<file path="config.mk">
export PLATFORM = sky130hd
export DESIGN_NAME = phys_free_list
export DESIGN_NICKNAME = d
export VERILOG_FILES = /design/src/rtl/phys_free_list.sv
export SDC_FILE = /design/constraint.sdc
export NUM_CORES = 1
export LEC_CHECK = 0
export ABC_AREA = 1
export CORE_MARGIN = 2
export CORE_UTILIZATION = 60
export CTS_CLUSTER_SIZE = 20
export DETAILED_ROUTE_END_ITERATION = 8
export PLACE_DENSITY = 0.85
export RECOVER_POWER = 50
export SLEW_MARGIN = 20
export SYNTH_ARGS = -nofsm -noshare
export SYNTH_HDL_FRONTEND = slang
export SYNTH_SLANG_ARGS = --single-unit
</file>
<file path="constraint.sdc">
create_clock -name clk -period 11.1 [get_ports clk]
set_input_delay 2.22 -clock clk [delete_from_list [all_inputs] [get_ports clk]]
set_output_delay 2.22 -clock clk [all_outputs]
set_load 0.05 [all_outputs]
</file>
<file path="src/rtl/phys_free_list.sv">
// Circular free list of physical register tags for rename. Keeps speculative and
// committed head pointers so a flush can hand back every uncommitted allocation.
module phys_free_list #(
  parameter int NREGS = 64,
  parameter int NARCH = 32
) (
  input  logic                                 clk,
  input  logic                                 reset,
  input  logic                                 stall,
  input  logic                                 alloc_req,
  output logic                                 alloc_valid,
  output logic [$clog2(NREGS)-1:0]             alloc_reg,
  input  logic                                 commit_alloc,
  input  logic                                 free_req,
  input  logic [$clog2(NREGS)-1:0]             free_reg,
  input  logic                                 flush,
  output logic [$clog2(NREGS-NARCH):0]         free_count,
  output logic                                 err
);

  localparam int TAG_W = $clog2(NREGS);
  localparam int DEPTH = NREGS - NARCH;
  // Pointers wrap naturally, so DEPTH is expected to be a power of two.
  localparam int PTR_W = $clog2(DEPTH);
  localparam int CNT_W = PTR_W + 1;

  logic [TAG_W-1:0] fl_rd [DEPTH];

  logic [PTR_W-1:0] spec_head_reg, spec_head_next;
  logic [PTR_W-1:0] commit_head_reg, commit_head_next;
  logic [PTR_W-1:0] tail_reg, tail_next;
  logic [CNT_W-1:0] spec_count_reg, spec_count_next;
  logic [CNT_W-1:0] commit_count_reg, commit_count_next;
  logic             err_reg, err_next;

  logic do_alloc;
  logic do_commit;
  logic do_push;
  logic commit_bad;
  logic free_bad;

  // Ring storage; each slot resets to its initial architectural-spare tag.
  genvar gi;
  generate
    for (gi = 0; gi < DEPTH; gi++) begin : g_fl
      logic [TAG_W-1:0] slot_reg;

      always_ff @(posedge clk or negedge reset) begin
        if (!reset) begin
          slot_reg <= TAG_W'(NARCH + gi);
        end else if (!stall && do_push && (tail_reg == PTR_W'(gi))) begin
          slot_reg <= free_reg;
        end
      end

      assign fl_rd[gi] = slot_reg;
    end
  endgenerate

  always_comb begin
    do_alloc   = alloc_req && (spec_count_reg != '0) && !flush;
    do_commit  = commit_alloc && (commit_count_reg > spec_count_reg);
    // Fullness is judged on the committed count after this cycle's commit.
    do_push    = free_req &&
                 ((commit_count_reg - CNT_W'(do_commit)) < CNT_W'(DEPTH));
    commit_bad = commit_alloc && !do_commit;
    free_bad   = free_req && !do_push;

    commit_head_next  = commit_head_reg + PTR_W'(do_commit);
    commit_count_next = commit_count_reg - CNT_W'(do_commit) + CNT_W'(do_push);
    tail_next         = tail_reg + PTR_W'(do_push);

    if (flush) begin
      spec_head_next  = commit_head_next;
      spec_count_next = commit_count_next;
    end else begin
      spec_head_next  = spec_head_reg + PTR_W'(do_alloc);
      spec_count_next = spec_count_reg - CNT_W'(do_alloc) + CNT_W'(do_push);
    end

    err_next = err_reg | commit_bad | free_bad;
  end

  always_ff @(posedge clk or negedge reset) begin
    if (!reset) begin
      spec_head_reg    <= '0;
      commit_head_reg  <= '0;
      tail_reg         <= '0;
      spec_count_reg   <= CNT_W'(DEPTH);
      commit_count_reg <= CNT_W'(DEPTH);
      err_reg          <= 1'b0;
    end else if (!stall) begin
      spec_head_reg    <= spec_head_next;
      commit_head_reg  <= commit_head_next;
      tail_reg         <= tail_next;
      spec_count_reg   <= spec_count_next;
      commit_count_reg <= commit_count_next;
      err_reg          <= err_next;
    end
  end

  assign alloc_valid = (spec_count_reg != '0);
  assign alloc_reg   = fl_rd[spec_head_reg];
  assign free_count  = spec_count_reg;
  assign err         = err_reg;

endmodule

</file>
==> flow_summary.ini, run 1 <==
[sta]
hold_ws_ns = 0.464
setup_ws_ns = 4.33
finalSetupViolCount = 0
slew_violations = 82
clock_skew_ns = 0.0145
slew_headroom_pct = -188
fmax_ghz = 0.148
rsz0062_at_grt = false
fin_setup_tns_ns = 0
finalHoldViolCount = 0
tightestPinTransition_ns = 4.33
fin_crit_ns = 6.77
period_share_pct = 61.0

[detailed_routing]
route.met3.wl_microns = 3390
wl_met1_microns = 12900
top_layer = met4
drt_pass1_iterations = 8
drc_errors = 0
drt_wl_total_microns = 32000
num_vias = 10700
post_drt_wl_per_cell_microns = 17.5
vias_per_cell = 5.85
drt_iter0_markers = 1160
drtAntennaViolNets = 0
wl_met2_microns = 14600

[critical_path]
worstSetupEndpointType = asynchronous set/reset pin
worst_path_largest_cell_delay_ns = 3.00
start_kind = input port
cp_max_fo = 81
crit_required_ns = 11.62
crit_type = in2async
path_buf_inv = 3
crit_top_cell = buf_4
cp_slowest_cell = clkbuf_1
path_cells = clkbuf_1 -> buf_4 -> buf_4
cp_top_family = buffers and inverters
critPathArrivalTime_ns = 7.29

[final_layout]
mostFrequentLayoutCells = nand2_1 (616), nand3_1 (183), nor2_1 (156), dfstp_2 (114), o21ai_0 (110)
syn2layout_area_growth_pct = 9.83
largest_reg_flops = 192
fin_nets = 1588
drive_gt1_share_pct = 11.5
num-fill-cells = 1524
final_common_cell = nand2_1
n_antenna_cell = 0

[hold_path]
hp-class = reg2reg

[global_routing]
grt_pass1_wl_microns = 51600
grt.overflow.total = 0
grt_max_degree = 100
grtUsageTotal_pct = 32.0
antenna_found_initial = 0
grt_pass1_vias = 9975

[clock_network]
clock_sinks = 220
cts_max_level = 1
clk-insertion-delay-late_ns = 0.52
postCtsSetupBuffers = 0
cts_tree = done
post_cts_resized = 0
hold_buffers = 0
clock_path_buffers = 3
cts.reportedPaths.clkPinSlew_ns = 0.06
cts_root_buf = clkbuf_16
numCtsBuffers = 24

[status]
status = finished, violations left
failed_checks = capacitance limit, slew limit

[floorplan]
num_io_pins = 27
initial_utilization_pct = 61.5
core_sq_um = 18800
die_w_microns = 143
dieArea_sq_um = 20400
die_y_microns = 143
rows = 50

[yosys]
yosysWarnings = 0
ys_async_sr_fraction_pct = 100
ys_types = 29
synthTopCellsByArea = dfstp_2 (26%), dfrtp_1 (23%), nand2_1 (20%)
synth-edff-count = 0
seq_area_frac_synth_pct = 48.7
netlist_area_sq_um = 11600
avgSynthCellArea_sq_um = 7.41
synth_top_area_share_pct = 25.8
ys.flop_type = dfstp_2
syn_inst = 1563
synth_top_area_cell = dfstp_2
ys_seq_elements = 220
syn_nets = 1601

[power]
p_per_area_nw_per_um2 = 282
p_leak_nw = 6.20
ir_worst_vdd_mv = 0.171

[place]
portBuffers = 26
pre_cts_ws_ns = 5.47
gp_congestion = 0.969
hpwl_microns = 20000

[run]
drv_cap = 1
routing by layer:
metal	global-route usage [%]	vias up
met5	0	-
met4	12.4	0
met3	7.41	108
met2	49.3	583
met1	44.1	5007
li1	-	4994
synthesized netlist by cell type (all sizes together) (4+ instances only):
| master | number |
|---|---|
| buf | 20 |
| nand2 | 618 |
| o211ai | 25 |
| nand4 | 6 |
| xor2 | 6 |
| dfrtp | 106 |
| nor2 | 160 |
| o22ai | 11 |
| inv | 76 |
| nand3 | 183 |
| o21ai | 110 |
| a21oi | 25 |
| clkbuf | 64 |
| clkinv | 4 |
| ha | 24 |
| dfstp | 114 |
worst paths after layout:
check,start,end,slack [ns],cells past startpoint
hold reg to reg,g_fl[19].slot_reg[5],g_fl[19].slot_reg[5],0.46,2
setup reg to reg,free_count[5],free_count[4],7.07,27
setup / recovery,reset,err,4.33,3
max in group clk,spec_head_reg[0],alloc_reg[5],4.77,10
hold / removal,g_fl[19].slot_reg[5],g_fl[19].slot_reg[5],0.46,2
min in group asynchronous,reset,g_fl[13].slot_reg[1],3.24,1
stage by stage:
step	instance area (sq um)	total power [mW]	instances	util [%]
final	12700	3.59	1828	67.6
after global routing	12700	3.82	1828	67.6
after CTS	12700	3.56	1828	67.7
after detailed placement	12000	2.76	1784	63.5
after global placement	12000	2.71	1784	63.5
after floorplan	11600	2.34	1563	-
worst min-delay path: cells and delay by family (launching register included):
kind	cells	cell delay, ns
flip-flops	1	0.37
AND/OR/NAND/NOR	2	0.09
cells by family (layout without fill, tap and decap cells):
family	after synthesis	after routing	share of synthesized area [%]
buffers and inverters	164	169	5.71
adders and majority gates	25	25	2.76
and+or+nand+nor	970	970	33.8
DFF	220	220	48.7
AOI/OAI and AO/OA	176	176	8.34
xor gates and xnor gates	8	8	0.605
area by class of cell:
type | count | area (sq um) | share of cell area [%]
Sequential cell | 220 | 5650 | 44.4
Inverter | 80 | 300 | 2.36
Clock inverter | 11 | 87.6 | 0.688
Multi-Input combinational cell | 1179 | 5280 | 41.5
Clock buffer | 33 | 696 | 5.47
Tap cell | 260 | 325 | 2.56
Timing Repair Buffer | 45 | 389 | 3.06
power by group:
group	leakage (nW)	total (mW)	internal (mW)	switching, mW
clock	0.384	0.796	0.462	0.334
sequential	2.58	1.40	1.20	0.199
combinational	3.24	1.40	0.443	0.955
total	6.20	3.59	2.10	1.49
Power figures use the tool's default switching activity.
==> run 2, diff against run 1 <==
Settings changed: CORE_UTILIZATION 60 to 57.
Clock period 11.1 ns to 5.9 ns, I/O delays scaled along.
==> run 2 against run 1 <==
  * The run still ends with capacitance limit, slew limit left
  * Global-route usage fell by 2.2 points
  * Sequential power rose by 87%
  * Via count rose by 0.42%
  * Non-clock buffer count did not move
  * Clock power rose by 100%
  * Sequential share of layout area fell by 0.32 points
  * Flip-flop and latch count did not move
  * Hold slack got worse by 0.0022 ns
  * Final area rose by 0.74%
  * Die area rose by 5.1%
  * Critical path type is now reg2out
  * Largest cell class unchanged
==> flow_summary.ini, run 2 (synthesis gave the netlist of run 1 again) <==
[power]
internal_power_mw = 4.07
p_per_area_nw_per_um2 = 534
ir_worst_vdd_mv = 0.430
p_leak_nw = 6.25
p_seq_share_pct = 38.3
p_sw_share_pct = 40.5
p_clk_share_pct = 23.4
finalPower_mw = 6.84
p_switching_mw = 2.77
comb_power_share_pct = 38.3

[sta]
slew_violations = 109
period_share_pct = 80.9
rsz0062_at_grt = false
fin_setup_tns_ns = 0
slew_headroom_pct = -74.3
finalHoldViolCount = 0
clock_skew_ns = 0.00920
finalSetupViolCount = 0
fmax_ghz = 0.210
tightestPinTransition_ns = 2.61
fin_crit_ns = 4.77

[clock_network]
clock_path_buffers = 3
cts_max_level = 1
clock_sinks = 220
numCtsBuffers = 25
cts_root_buf = clkbuf_16
cts_tree = done
hold_buffers = 0
post_cts_resized = 0
clk-insertion-delay-late_ns = 0.52
postCtsSetupBuffers = 0
cts.reportedPaths.clkPinSlew_ns = 0.06

[critical_path]
cp_top_family = buffers and inverters
reg2reg_to = free_count[4]
critical_path.endpoint = alloc_reg[1]
crit_required_ns = 4.72
worst-path-stages = 9
cp_max_fo = 69
worstSetupEndpointType = output pin
critical_path.startpoint = spec_head_reg[0]
rrSetupSlack_ns = 1.88
critPathArrivalTime_ns = 3.59
crit_type = reg2out
start_kind = register
crit_top_cell = nand2_1
path_buf_inv = 4
r2r-start = free_count[5]
worst_path_largest_cell_delay_ns = 0.69
path_cells = clkinv_2 -> buf_4 -> o21ai_0 -> o211ai_1 -> nand3_1 -> nand2_1 -> nand2_1 -> inv_1 -> clkdlybuf4s50_1
cp_slowest_cell = clkinv_2
worst-r2r-cell-count = 27

[global_routing]
grt_pass1_wl_microns = 52000
antenna_found_initial = 0
grt_pass1_vias = 10200
grtUsageTotal_pct = 29.7
grt.overflow.total = 0
grt_max_degree = 113

[final_layout]
mostFrequentLayoutCells = nand2_1 (617), nand3_1 (183), nor2_1 (156), dfstp_2 (114), o21ai_0 (110)
syn2layout_area_growth_pct = 10.6
drive_gt1_share_pct = 11.7
fin_nets = 1589
final_common_cell = nand2_1
largest_reg_flops = 192
final_area_sq_um = 12800
n_antenna_cell = 0
instances_no_fill = 1839
fin_util_pct = 63.8

[floorplan]
die_w_microns = 147
num_io_pins = 27
initial_utilization_pct = 57.6
die_y_microns = 147
core_sq_um = 20100
dieArea_sq_um = 21500
rows = 52

[hold_path]
hp-class = reg2reg

[place]
dp.cells = 1794
gp_congestion = 0.972
portBuffers = 26
dpl_cell_area_sq_um = 12000
hpwl_microns = 19600

[detailed_routing]
drc_errors = 0
drtAntennaViolNets = 0
drt_pass1_iterations = 6
post_drt_wl_per_cell_microns = 17.1
num_vias = 10700
drt_iter0_markers = 1317
vias_per_cell = 5.84
drt_wl_total_microns = 31400

[status]
status = finished, violations left
failed_checks = capacitance limit, slew limit

[run]
drv_cap = 1
## run 2: cell count changes in the layout (fill, tap and decap cells not counted)
cell / before / now
clkdlybuf4s50_1: 15 / 24
clkinvlp_4: 3 / 0
inv_2: 1 / 0
bufinv_16: 1 / 3
clkbuf_1: 7 / 4
inv_4: 0 / 1
clkbuf_2: 0 / 1
dlygate4sd3_1: 10 / 1
clkbuf_8: 4 / 5
buf_12: 0 / 1
inv_6: 0 / 1
buf_4: 17 / 18
nand2_1: 616 / 617
nand2_2: 2 / 1
## run 2: routing by layer
metal	share of wire, %	track usage, %	routed length [microns]
met3	9.7	5.03	3040
met5	0	0	0
met4	3.0	10.7	944
met2	46	47.5	14600
met1	41	41.3	12900
## run 2: worst min-delay path by stage
stage,startpoint,to,slack (ns),depth (start not counted)
final,g_fl[10].slot_reg[3],g_fl[10].slot_reg[3],0.46,2
after global routing,g_fl[7].slot_reg[2],g_fl[7].slot_reg[2],0.47,2
after global placement,g_fl[17].slot_reg[2],g_fl[17].slot_reg[2],0.45,2
after floorplan,g_fl[12].slot_reg[1],g_fl[12].slot_reg[1],0.43,2
after detailed placement,g_fl[10].slot_reg[3],g_fl[10].slot_reg[3],0.45,2
after CTS,g_fl[10].slot_reg[3],g_fl[10].slot_reg[3],0.46,2
## run 2: power groups by stage
stage | Sequential, mW | Clock [mW] | Combinational, mW
floorplan | 2.57 | 0 | 1.84
global placement | 2.61 | 0 | 2.49
detailed placement | 2.61 | 0 | 2.57
CTS | 2.61 | 1.61 | 2.59
global route | 2.68 | 1.67 | 2.93
finish | 2.62 | 1.60 | 2.62
## run 2: layout make-up
| class | instances | area (sq um) |
|---|---|---|
| tap | 270 | 338 |
| fill | 1699 | 7280 |
| inverter | 80 | 302 |
| clock buffer | 34 | 709 |
| timing repair buffer | 45 | 410 |
| sequential | 220 | 5650 |
| clock inverter | 11 | 135 |
| multi-input combinational | 1179 | 5280 |
## run 2: through the flow
step / hold slack [ns] / worst slack, ns
finish: 0.462 / 1.13
global placement: 0.448 / 1.79
detailed placement: 0.453 / 1.68
CTS: 0.462 / 1.19
global route: 0.470 / 1.03
floorplan: 0.434 / 2.12
## run 2: worst min-delay path: cells and delay by family, from the launching register on
| family | cells | cell delay [ns] |
|---|---|---|
| flops | 1 | 0.37 |
| simple gates | 2 | 0.09 |
